$ cat src/rtl/bus_pkg.sv
// Shared bus definitions: default widths and the copy-master state encoding,
// used by the RTL and by bus-side testbenches.
package bus_pkg;

  localparam int ADDR_W = 16;
  localparam int DATA_W = 64;

  typedef enum logic [2:0] {
    S_IDLE = 3'd0,
    S_REQ  = 3'd1,
    S_RD   = 3'd2,
    S_RDW  = 3'd3,
    S_WR   = 3'd4,
    S_DONE = 3'd5
  } state_e;

endpackage

$ cat src/rtl/bus_copy_master.sv
// Bus master that copies len words from src_addr to dst_addr, one read and one
// write per word, through a single-word buffer. All outputs are flops.
module bus_copy_master #(
  parameter int ADDR_W   = bus_pkg::ADDR_W,
  parameter int DATA_W   = bus_pkg::DATA_W,
  parameter int ADDR_INC = 1
) (
  input  logic              clk,
  input  logic              reset,
  input  logic              start,
  input  logic              abort,
  input  logic [ADDR_W-1:0] src_addr,
  input  logic [ADDR_W-1:0] dst_addr,
  input  logic [7:0]        len,
  output logic              busy,
  output logic              done,
  output logic              m_req,
  input  logic              m_grant,
  output logic              m_wr,
  output logic [ADDR_W-1:0] m_addr,
  output logic [DATA_W-1:0] m_dout,
  input  logic [DATA_W-1:0] m_din
);
  import bus_pkg::*;

  localparam logic [ADDR_W-1:0] STEP = ADDR_W'(ADDR_INC);

  state_e              state_q, state_d;
  logic [ADDR_W-1:0]   src_q, src_d, dst_q, dst_d;
  logic [7:0]          rem_q, rem_d;
  logic [DATA_W-1:0]   buf_q, buf_d;
  logic                busy_q, busy_d, done_q, done_d;
  logic                m_req_q, m_req_d, m_wr_q, m_wr_d;
  logic [ADDR_W-1:0]   m_addr_q, m_addr_d;
  logic [DATA_W-1:0]   m_dout_q, m_dout_d;

  always_comb begin
    // NOTE: every signal gets its hold value first so no path leaves it unassigned (no latches).
    state_d  = state_q;
    src_d    = src_q;
    dst_d    = dst_q;
    rem_d    = rem_q;
    buf_d    = buf_q;
    unique case (state_q)
      S_IDLE: begin
        if (start) begin
          if (len != 8'd0) begin
            src_d   = src_addr;
            dst_d   = dst_addr;
            rem_d   = len;
            state_d = S_REQ;
          end else begin
            state_d = S_DONE;
          end
        end
      end
      S_REQ:  if (m_grant) state_d = S_RD;
      S_RD:   if (m_grant) state_d = S_RDW;
      S_RDW: begin
        buf_d   = m_din;
        state_d = S_WR;
      end
      S_WR: begin
        if (m_grant) begin
          src_d   = src_q + STEP;
          dst_d   = dst_q + STEP;
          rem_d   = rem_q - 8'd1;
          state_d = (rem_q == 8'd1) ? S_DONE : S_RD;
        end
      end
      S_DONE: state_d = S_IDLE;
      default: state_d = S_IDLE;
    endcase

    // Abort wins over any other transition, including the final write.
    if (abort && state_q != S_IDLE) state_d = S_IDLE;

    // Outputs are registered copies of the decode of the next state.
    busy_d   = state_d inside {S_REQ, S_RD, S_RDW, S_WR};
    m_req_d  = busy_d;
    done_d   = (state_d == S_DONE);
    m_wr_d   = (state_d == S_WR);
    m_addr_d = m_addr_q;
    m_dout_d = m_dout_q;
    if (state_d == S_RD) m_addr_d = src_d;
    if (state_d == S_WR) begin
      m_addr_d = dst_d;
      m_dout_d = buf_d;
    end
  end

  // NOTE: sequential state uses non-blocking assignments so every flop samples pre-edge values.
  always_ff @(posedge clk or posedge reset) begin
    if (reset) begin
      state_q  <= S_IDLE;
      src_q    <= '0;
      dst_q    <= '0;
      rem_q    <= '0;
      buf_q    <= '0;
      busy_q   <= 1'b0;
      done_q   <= 1'b0;
      m_req_q  <= 1'b0;
      m_wr_q   <= 1'b0;
      m_addr_q <= '0;
      m_dout_q <= '0;
    end else begin
      state_q  <= state_d;
      src_q    <= src_d;
      dst_q    <= dst_d;
      rem_q    <= rem_d;
      buf_q    <= buf_d;
      busy_q   <= busy_d;
      done_q   <= done_d;
      m_req_q  <= m_req_d;
      m_wr_q   <= m_wr_d;
      m_addr_q <= m_addr_d;
      m_dout_q <= m_dout_d;
    end
  end

  assign busy   = busy_q;
  assign done   = done_q;
  assign m_req  = m_req_q;
  assign m_wr   = m_wr_q;
  assign m_addr = m_addr_q;
  assign m_dout = m_dout_q;

endmodule
$ cat config.mk
export PLATFORM = sky130hd
export DESIGN_NAME = bus_copy_master
export DESIGN_NICKNAME = d
export VERILOG_FILES = /design/src/rtl/bus_pkg.sv /design/src/rtl/bus_copy_master.sv
export SDC_FILE = /design/constraint.sdc
export NUM_CORES = 1
export LEC_CHECK = 0
export ABC_CLOCK_PERIOD_IN_PS = 6800
export CAP_MARGIN = 15
export CORE_MARGIN = 10
export CORE_UTILIZATION = 44
export DETAILED_ROUTE_END_ITERATION = 7
export PLACE_DENSITY = 0.74
export SYNTH_ARGS = -nofsm -noshare
export SYNTH_HDL_FRONTEND = slang
export SYNTH_SLANG_ARGS = --single-unit
$ cat constraint.sdc
create_clock -name clk -period 6.8 [get_ports clk]
set_clock_uncertainty 0.15 [all_clocks]
set_input_delay 1.7 -clock clk [delete_from_list [all_inputs] [get_ports clk]]
set_output_delay 1.7 -clock clk [all_outputs]
set_load 0.02 [all_outputs]
==> impl_metrics.py, run 1 <==
metrics = {
    "final_layout": {
        "drive_above_1_share_pct": 12.1,
        "finalNonFillerCells": 1286,
        "fin_nets": 1126,
        "n_fill_cell": 1576,
        "diodes": 0,
        "area_growth_pct": 32.2,
    },
    "job": {
        "maxCapViolCount": 0,
    },
    "sta": {
        "fin_crit_sh_pct": 65.7,
        "hold_viol": 0,
        "grt_setup_unrepaired": "no",
        "tightest_slew_ns": 1.02,
        "drv_slew": 0,
        "fin_crit_ns": 4.47,
        "max_freq_mhz": 224,
        "setup_tns_ns": 0,
        "slew_headroom_pct": 31.8,
        "finalSetupViolCount": 0,
    },
    "synth": {
        "synth_top_cell_area_share_pct": 55.5,
        "yosysMostFrequentCell": "nand2_1",
        "synth_compound_area_share_pct": 11.8,
        "yosysTopAreaCell": "dfrtp_1",
        "syn_area_per_cell_sq_um": 10.2,
        "synthMuxAreaShare_pct": 9.51,
        "syn_area_sq_mm": 0.00857,
        "synth_adder_area_share_pct": 0.584,
        "ys_warn_count": 0,
        "syn-num-nets": 957,
        "synth_cells": 844,
        "synth.distinct_cells": 68,
        "synthTopCellsByCount": "217 x nand2_1, 190 x dfrtp_1, 67 x mux2_2",
        "synth_flop_cell": "dfrtp_1",
        "ys_seq_area_share_pct": 55.5,
        "synth-xor-area-share_pct": 0,
        "synth_edf_count": 0,
        "synthSimpleGateAreaFrac_pct": 19.2,
        "synthArstFlopShare_pct": 100,
        "synth_area_leaders": "dfrtp_1 55%, nand2_1 9.5%, mux2_2 8.8%, a221o_1 2.0%, clkbuf_1 1.9%",
        "synth_top_family_by_area": "simple AND/OR/NAND/NOR gates",
        "postSynthRegisterBits": 190,
    },
    "power_and_ir_drop": {
        "ir_drop_uv": 264,
        "p_per_area_mw_per_mm2": 478,
        "power.total_w": 0.00541,
        "leakage_nw": 4.89,
    },
    "clocking": {
        "htreeDepth": 4,
        "clock_path_buffers": 2,
        "clock_sinks": 190,
        "cts_tree": "done",
        "cts_resized": 0,
        "holdBufCountCts": 0,
        "numCtsBuffers": 17,
        "clk_latency_ns": 0.44,
        "root_buffer": "clkbuf_16",
        "cts_setup_buffers": 0,
        "clk_pin_slew_worst_paths_ns": 0.08,
    },
    "global_routing": {
        "gr-total-overflow": 0,
        "antenna_found_initial": 1,
        "grt_pass1_wl_microns": 38900,
        "grt_usage_pct": 19.0,
        "grt_max_degree": 191,
        "grt_pass1_vias": 7010,
    },
    "die": {
        "dieArea_sq_mm": 0.0255,
        "die_y_microns": 160,
        "initial_core_util_pct": 45.2,
        "num_rows": 50,
        "coreArea_sq_mm": 0.0190,
        "fp.dieW_microns": 160,
        "ioPinCount": 193,
    },
    "detailed_routing": {
        "vias": 6928,
        "drc": 0,
        "antenna_left": 0,
        "dr.pass1.iters": 6,
        "wl_per_cell_microns": 19.1,
        "finalWirelength_microns": 24500,
        "post_drt_via_cell_ratio": 5.39,
        "drt_iter0_drc": 618,
    },
    "placed_design": {
        "place_congestion": 0.874,
        "port_buffers": 192,
        "dpl.hpwl_microns": 16500,
        "placed_cells": 1254,
    },
    "hold_path": {
        "hp-class": "reg -> reg",
    },
    "worst_setup_path": {
        "crit_path_end_kind": "register",
        "startpoint_type": "input pin",
        "crit_chain": "clkdlybuf4s50_1 > nand4_1 > or4_1 > and3_1 > a2111oi_0 > a221o_1",
        "worstPathRequired_ns": 7.02,
        "path_buf_inv": 1,
        "cp_slowest_stage_delay_ns": 0.91,
        "cp_data_arrival_time_ns": 4.69,
        "crit_path_top_delay_cell": "clkdlybuf4s50_1",
        "critical_path.top_delay_family": "simple AND/OR/NAND/NOR gates",
        "path_class": "in -> reg",
        "critPathMaxFanout": 23,
    },
    "status": {
        "status": "finished, final reports clean",
    },
}
-- final cells by class --
class                      count  area, sq um  area share, %
sequential                   190         4750           42.0
multi-input combinational    580         3520           31.1
timing repair buffer         203         2020           17.8
clock buffer                  17          425           3.75
tap                          260          325           2.87
clock inverter                15          203           1.79
inverter                      21         82.6          0.729
-- where the power goes --
| group | total (W) | internal [W] | switching [W] |
|---|---|---|---|
| Clock | 0.00105 | 0.000512 | 0.000535 |
| Combinational | 0.00235 | 0.00105 | 0.00129 |
| Sequential | 0.00202 | 0.00168 | 0.000339 |
-- per-stage QoR --
| stage | util, % | hold slack (ns) | area (sq um) | worst slack, ns |
|---|---|---|---|---|
| 2_1_floorplan | - | 0.314 | 8570 | 2.50 |
| 5_1_grt | 59.8 | 0.345 | 11300 | 2.07 |
| 6_report | 59.8 | 0.328 | 11300 | 2.33 |
| 4_1_cts | 59.8 | 0.331 | 11300 | 2.35 |
| 3_3_place_gp | 56.5 | 0.308 | 10700 | 1.93 |
| 3_5_place_dp | 56.5 | 0.312 | 10700 | 1.95 |
-- final timing paths --
kind	start	to	slack, ns	cells past startpoint
worst max-delay path	m_grant	m_addr[9]	2.33	6
worst min-delay path	m_dout[31]	m_dout[31]	0.33	2
worst max register to register	state_q[2]	m_addr[8]	3.56	6
worst min register to register	m_dout[31]	m_dout[31]	0.33	2
max in group asynchronous	reset	m_addr[1]	3.99	3
min in group asynchronous	reset	m_dout[30]	1.76	3
-- per-layer routing --
layer  wire length (microns)  track usage (%)
met2                   11400             29.5
met4                     439             5.98
met3                    2370             7.75
met1                   10300             23.6
met5                      13                0
-- cells in the final DEF, fill, tap and decap left out, drive strengths merged, types with 4 or more instances in the layout --
cell type      netlist  layout
nand2              217     217
clkdlybuf4s50        0     192
dfrtp              190     190
mux2                67      67
nor2                36      36
o21ai               27      27
inv                 20      27
a21oi               23      23
nor3                22      22
a221o               17      17
clkbuf              44      17
nor4                16      16
nand3               15      15
a211oi              13      13
nand4               11      11
buf                  9      11
and2                 8       8
clkinv               1       8
o22ai                7       7
mux2i                6       6
or3                  6       6
or4                  5       5
a22oi                5       5
nand2b               5       5
a21o                 5       5
o211ai               4       4
o31ai                4       4
ha                   4       4
-- sequential cells by signal (all words and copies together), names as in the netlist --
name     count
buf_q       64
done         1
dst_q       16
m_addr      16
m_dout      64
m_req        1
m_wr         1
rem_q        8
src_q       16
state_q      3
-- worst reg2reg max path: stages (launching register included) --
cell and delay (ns):
dfrtp_1 0.33, buf_4 0.38, clkinv_1 0.64, nor2_1 0.63
nor2_1 0.26, a221o_1 0.37, a221o_1 0.36
-- cells by family (layout without fill, tap and decap cells) --
logic type,Yosys count,after routing
muxes,73,73
DFF,190,190
AOI/OAI and AO/OA,140,140
adders and majority gates,4,4
buffers and inverters,74,256
and+or+nand+nor,363,363
Note: power is estimated with default switching activity, not from simulation.
==> run 2: changes to the inputs <==
- ABC_CLOCK_PERIOD_IN_PS: 6800 -> 4600
- PLACE_DENSITY: 0.74 -> 0.71
- clock period: 6.8 -> 4.6 ns (I/O delays scaled with it)
==> run 2 against run 1 <==
Die area did not move. Combinational power rose by 50%. Core utilization is 0.30 points higher. Global-route usage grew 0.31 points. Critical endpoint is now m_addr[10]. Largest power group unchanged.
==> impl_metrics.py, run 2 (synthesis results as in run 1) <==
metrics = {
    "worst_setup_path": {
        "timing.rr.start": "state_q[2]",
        "cp_data_arrival_time_ns": 3.79,
        "startpoint_type": "input pin",
        "crit_path_end_kind": "register",
        "critPathMaxFanout": 17,
        "cp-startpoint": "m_grant",
        "path_class": "in -> reg",
        "worstPathRequired_ns": 4.76,
    },
    "clocking": {
        "cts_resized": 0,
        "holdBufCountCts": 0,
        "htreeDepth": 4,
        "cts_setup_buffers": 0,
        "clock_path_buffers": 2,
        "cts_tree": "done",
        "clock_sinks": 190,
        "numCtsBuffers": 17,
        "clk_pin_slew_worst_paths_ns": 0.08,
        "root_buffer": "clkbuf_16",
        "clk_latency_ns": 0.44,
    },
    "detailed_routing": {
        "finalWirelength_microns": 25100,
        "dr.pass1.iters": 5,
        "drc": 0,
        "post_drt_via_cell_ratio": 5.46,
        "antenna_left": 0,
        "wl_per_cell_microns": 19.3,
        "vias": 7083,
        "drt_iter0_drc": 526,
    },
    "global_routing": {
        "grt_pass1_wl_microns": 39700,
        "gr-total-overflow": 0,
        "grt_pass1_vias": 7229,
        "grt_max_degree": 92,
        "grt_usage_pct": 19.3,
        "antenna_found_initial": 1,
    },
    "hold_path": {
        "hold_start": "m_dout[22]",
        "hp-class": "reg -> reg",
    },
    "sta": {
        "tightest_slew_ns": 0.936,
        "drv_slew": 0,
        "grt_setup_unrepaired": "no",
        "fin_crit_ns": 3.63,
        "max_freq_mhz": 275,
        "slew_headroom_pct": 37.6,
        "finalWorstSetupSlack_ns": 0.970,
        "finalSetupViolCount": 0,
        "hold_viol": 0,
        "fin_crit_sh_pct": 78.9,
        "setup_tns_ns": 0,
    },
    "placed_design": {
        "dpl_worst_slack_ns": 0.608,
        "placed_cells": 1264,
        "place_congestion": 0.930,
        "dpl.hpwl_microns": 17400,
        "dpl-instance-area_sq_mm": 0.0108,
        "port_buffers": 192,
    },
    "power_and_ir_drop": {
        "leakage_nw": 4.93,
        "p_per_area_mw_per_mm2": 702,
        "power.total_w": 0.00799,
        "combPwrFrac_pct": 44.1,
        "p_seq_share_pct": 37.9,
        "ir_drop_uv": 415,
        "p_clk_share_pct": 18.0,
        "internal_power_w": 0.00480,
        "power.share.switching_pct": 39.9,
        "power_switching_w": 0.00319,
    },
    "die": {
        "num_rows": 50,
        "die_y_microns": 160,
        "coreArea_sq_mm": 0.0190,
        "ioPinCount": 193,
        "dieArea_sq_mm": 0.0255,
        "initial_core_util_pct": 45.2,
        "fp.dieW_microns": 160,
    },
    "final_layout": {
        "mostFrequentLayoutCell": "nand2_1",
        "final_cell_mix": "217 x nand2_1, 192 x clkdlybuf4s50_1, 190 x dfrtp_1, 67 x mux2_2, 36 x nor2_1",
        "area_growth_pct": 32.9,
        "drive_above_1_share_pct": 12.9,
        "fin_nets": 1137,
        "fin_area_sq_mm": 0.0114,
        "finalNonFillerCells": 1297,
        "diodes": 0,
    },
    "status": {
        "status": "finished, final reports clean",
    },
    "job": {
        "maxCapViolCount": 0,
    },
}
run 2: changes by cell type in the layout (fill, tap and decap cells not counted), moves of 2 or more:
| cell | change |
|---|---|
| clkinv_8 | -3 |
| buf_12 | +2 |
| inv_6 | +5 |
| inv_12 | -4 |
| buf_4 | +8 |
run 2: layer usage:
layer | vias up | share of wire (%) | GRT usage (%)
li1 | 3329 | - | -
met2 | 286 | 47 | 29.5
met4 | 2 | 2.3 | 6.87
met3 | 37 | 9.2 | 7.77
met5 | - | 0.072 | 0
met1 | 3429 | 42 | 24.2
run 2: per-stage QoR:
stage	hold slack (ns)	utilization, %
floorplan	0.314	-
global placement	0.307	57.0
detailed placement	0.311	57.0
CTS	0.331	60.0
global route	0.351	60.1
finish	0.327	60.1
run 2: power by group through the flow:
| stage | Combinational, W | Clock (W) | Sequential (W) |
|---|---|---|---|
| after detailed placement | 0.00352 | 0 | 0.00303 |
| final | 0.00352 | 0.00144 | 0.00302 |
| after global placement | 0.00347 | 0 | 0.00301 |
| after floorplan | 0.00183 | 0 | 0.00327 |
| after global routing | 0.00384 | 0.00155 | 0.00313 |
| after CTS | 0.00354 | 0.00148 | 0.00301 |
run 2: cell type report:
cell class                      count  area, sq um
Fill cell                        1591         7570
Sequential cell                   190         4750
Multi-Input combinational cell    580         3520
Timing Repair Buffer              214         2130
Clock buffer                       18          429
Tap cell                          260          325
Clock inverter                     14          144
Inverter                           21         82.6
run 2: critical path, cell delays in order:
cell and delay, ns:
clkdlybuf4s50_1 0.72, or4b_2 0.78, a21oi_1 0.32, nor3_2 0.17, buf_6 0.21, and2_1 0.16
a221o_1 0.27
run 2: final timing paths:
kind                       depth (start not counted)  slack [ns]    endpoint
min                                                2        0.33  m_dout[22]
min reg2reg                                        2        0.33  m_dout[22]
max                                                7        0.97  m_addr[10]
max reg2reg                                        6        1.72   m_addr[8]
max in group asynchronous                          3        2.38       m_req
min in group asynchronous                          2        1.01  m_dout[51]
==> run 3: changes to the inputs <==
- ABC_CLOCK_PERIOD_IN_PS: 4600 -> 3500
- clock period: 4.6 -> 3.5 ns (I/O delays scaled with it)
==> run 3 against run 2 <==
Non-clock buffer count is 22 higher. Die area stayed put. Sequential power is 31% higher. Critical path type unchanged. Critical endpoint unchanged. Largest cell class unchanged. Highest routed layer unchanged.
==> impl_metrics.py, run 3 (synthesis results as in run 1) <==
metrics = {
    "final_layout": {
        "diodes": 0,
        "fin_area_sq_mm": 0.0116,
        "n_fill_cell": 1572,
        "area_growth_pct": 35.4,
        "drive_above_1_share_pct": 14.8,
        "fin_nets": 1159,
        "mostFrequentLayoutCell": "nand2_1",
        "final_cell_mix": "217 x nand2_1, 192 x clkdlybuf4s50_1, 190 x dfrtp_1, 67 x mux2_2, 40 x buf_4",
    },
    "sta": {
        "drv_slew": 0,
        "fin_crit_sh_pct": 90.9,
        "whs_ns": 0.328,
        "hold_viol": 0,
        "finalWorstSetupSlack_ns": 0.318,
        "tightest_slew_ns": 0.959,
        "grt_setup_unrepaired": "no",
        "finalSetupViolCount": 0,
        "slew_headroom_pct": 36.0,
        "fin_crit_ns": 3.18,
        "max_freq_mhz": 314,
    },
    "power_and_ir_drop": {
        "p_seq_share_pct": 36.7,
        "internal_power_w": 0.00645,
        "leakage_nw": 5.06,
        "p_per_area_mw_per_mm2": 931,
        "combPwrFrac_pct": 45.0,
        "power.share.switching_pct": 40.3,
        "p_clk_share_pct": 18.4,
        "power_switching_w": 0.00435,
        "ir_drop_uv": 497,
    },
    "detailed_routing": {
        "finalWirelength_microns": 25900,
        "vias": 7202,
        "drc": 0,
        "dr.pass1.iters": 5,
        "post_drt_via_cell_ratio": 5.46,
        "drt_iter0_drc": 550,
        "antenna_left": 0,
        "wl_per_cell_microns": 19.6,
    },
    "clocking": {
        "holdBufCountCts": 0,
        "cts_setup_buffers": 0,
        "clk_pin_slew_worst_paths_ns": 0.08,
        "cts_resized": 0,
        "clock_sinks": 190,
        "clock_path_buffers": 2,
        "htreeDepth": 4,
        "numCtsBuffers": 17,
        "clk_latency_ns": 0.43,
        "cts_tree": "done",
        "root_buffer": "clkbuf_16",
    },
    "status": {
        "status": "finished, final reports clean",
    },
    "worst_setup_path": {
        "timing.reg2reg.setup_slack_ns": 0.64,
        "crit_chain": "clkdlybuf4s50_1 > or4_1 > o21ai_1 > mux2_2 > a211oi_1 > a221o_1",
        "startpoint_type": "input pin",
        "crit_path_end_kind": "register",
        "crit_path_top_delay_cell": "or4_1",
        "worstPathRequired_ns": 3.72,
        "cp_data_arrival_time_ns": 3.40,
        "path_buf_inv": 1,
        "cp_slowest_stage_delay_ns": 0.64,
        "critical_path.top_delay_family": "compound AO/OA/AOI/OAI gates",
        "path_class": "in -> reg",
        "critPathMaxFanout": 5,
    },
    "die": {
        "coreArea_sq_mm": 0.0190,
        "die_y_microns": 160,
        "num_rows": 50,
        "fp.dieW_microns": 160,
        "initial_core_util_pct": 45.2,
        "ioPinCount": 193,
        "dieArea_sq_mm": 0.0255,
    },
    "placed_design": {
        "place_congestion": 0.925,
        "dpl-instance-area_sq_mm": 0.0110,
        "dpl_worst_slack_ns": -0.0607,
        "dpl.hpwl_microns": 18000,
        "port_buffers": 192,
    },
    "job": {
        "maxCapViolCount": 0,
    },
    "global_routing": {
        "gr-total-overflow": 0,
        "antenna_found_initial": 1,
        "grt_max_degree": 101,
        "grt_usage_pct": 20.0,
        "grt_pass1_vias": 7354,
        "grt_pass1_wl_microns": 41000,
    },
    "hold_path": {
        "hp-class": "reg -> reg",
    },
}
-- run 3: worst paths after layout --
path                       startpoint  cells after the start    endpoint
max                            len[4]                      6  m_addr[10]
min                        m_dout[27]                      2  m_dout[27]
max reg2reg                state_q[0]                      5   m_addr[8]
min reg2reg                m_dout[27]                      2  m_dout[27]
max in group asynchronous       reset                      3  m_dout[59]
min in group asynchronous       reset                      3   buf_q[46]
-- run 3: final cells by class --
| class | count | area [sq um] | share of cell area (%) |
|---|---|---|---|
| sequential | 190 | 4750 | 41.0 |
| multi-input combinational | 580 | 3520 | 30.4 |
| timing repair buffer | 236 | 2290 | 19.8 |
| clock buffer | 17 | 425 | 3.67 |
| tap | 260 | 325 | 2.80 |
| clock inverter | 15 | 198 | 1.70 |
| inverter | 21 | 82.6 | 0.712 |
-- run 3: metrics by stage --
| step | instances | utilization [%] | total power [W] | setup TNS, ns |
|---|---|---|---|---|
| global placement | 1286 | 57.9 | 0.00871 | -0.0383 |
| CTS | 1319 | 61.2 | 0.0108 | 0 |
| detailed placement | 1287 | 57.9 | 0.00880 | -0.345 |
| global route | 1319 | 61.2 | 0.0115 | 0 |
| floorplan | 844 | - | 0.00670 | 0 |
| finish | 1319 | 61.2 | 0.0108 | 0 |
-- run 3: worst min-delay path: cells and delay by family (launching register included) --
kind / cells / cell delay, ns
AND/OR/NAND/NOR: 2 / 0.10
flip-flops: 1 / 0.35
-- run 3: power groups by stage --
stage	clock network (W)	registers, W	logic [W]
2_1_floorplan	0	0.00430	0.00240
3_3_place_gp	0	0.00396	0.00475
3_5_place_dp	0	0.00396	0.00484
4_1_cts	0.00203	0.00395	0.00486
5_1_grt	0.00212	0.00408	0.00528
6_report	0.00198	0.00396	0.00485
-- run 3: layer usage --
metal	share of wire, %	vias to the layer above	global-route usage, %
li1	-	3377	-
met1	42	3489	25.0
met2	46	303	30.7
met3	9.7	31	8.44
met4	2.2	2	6.15
met5	0.050	-	0
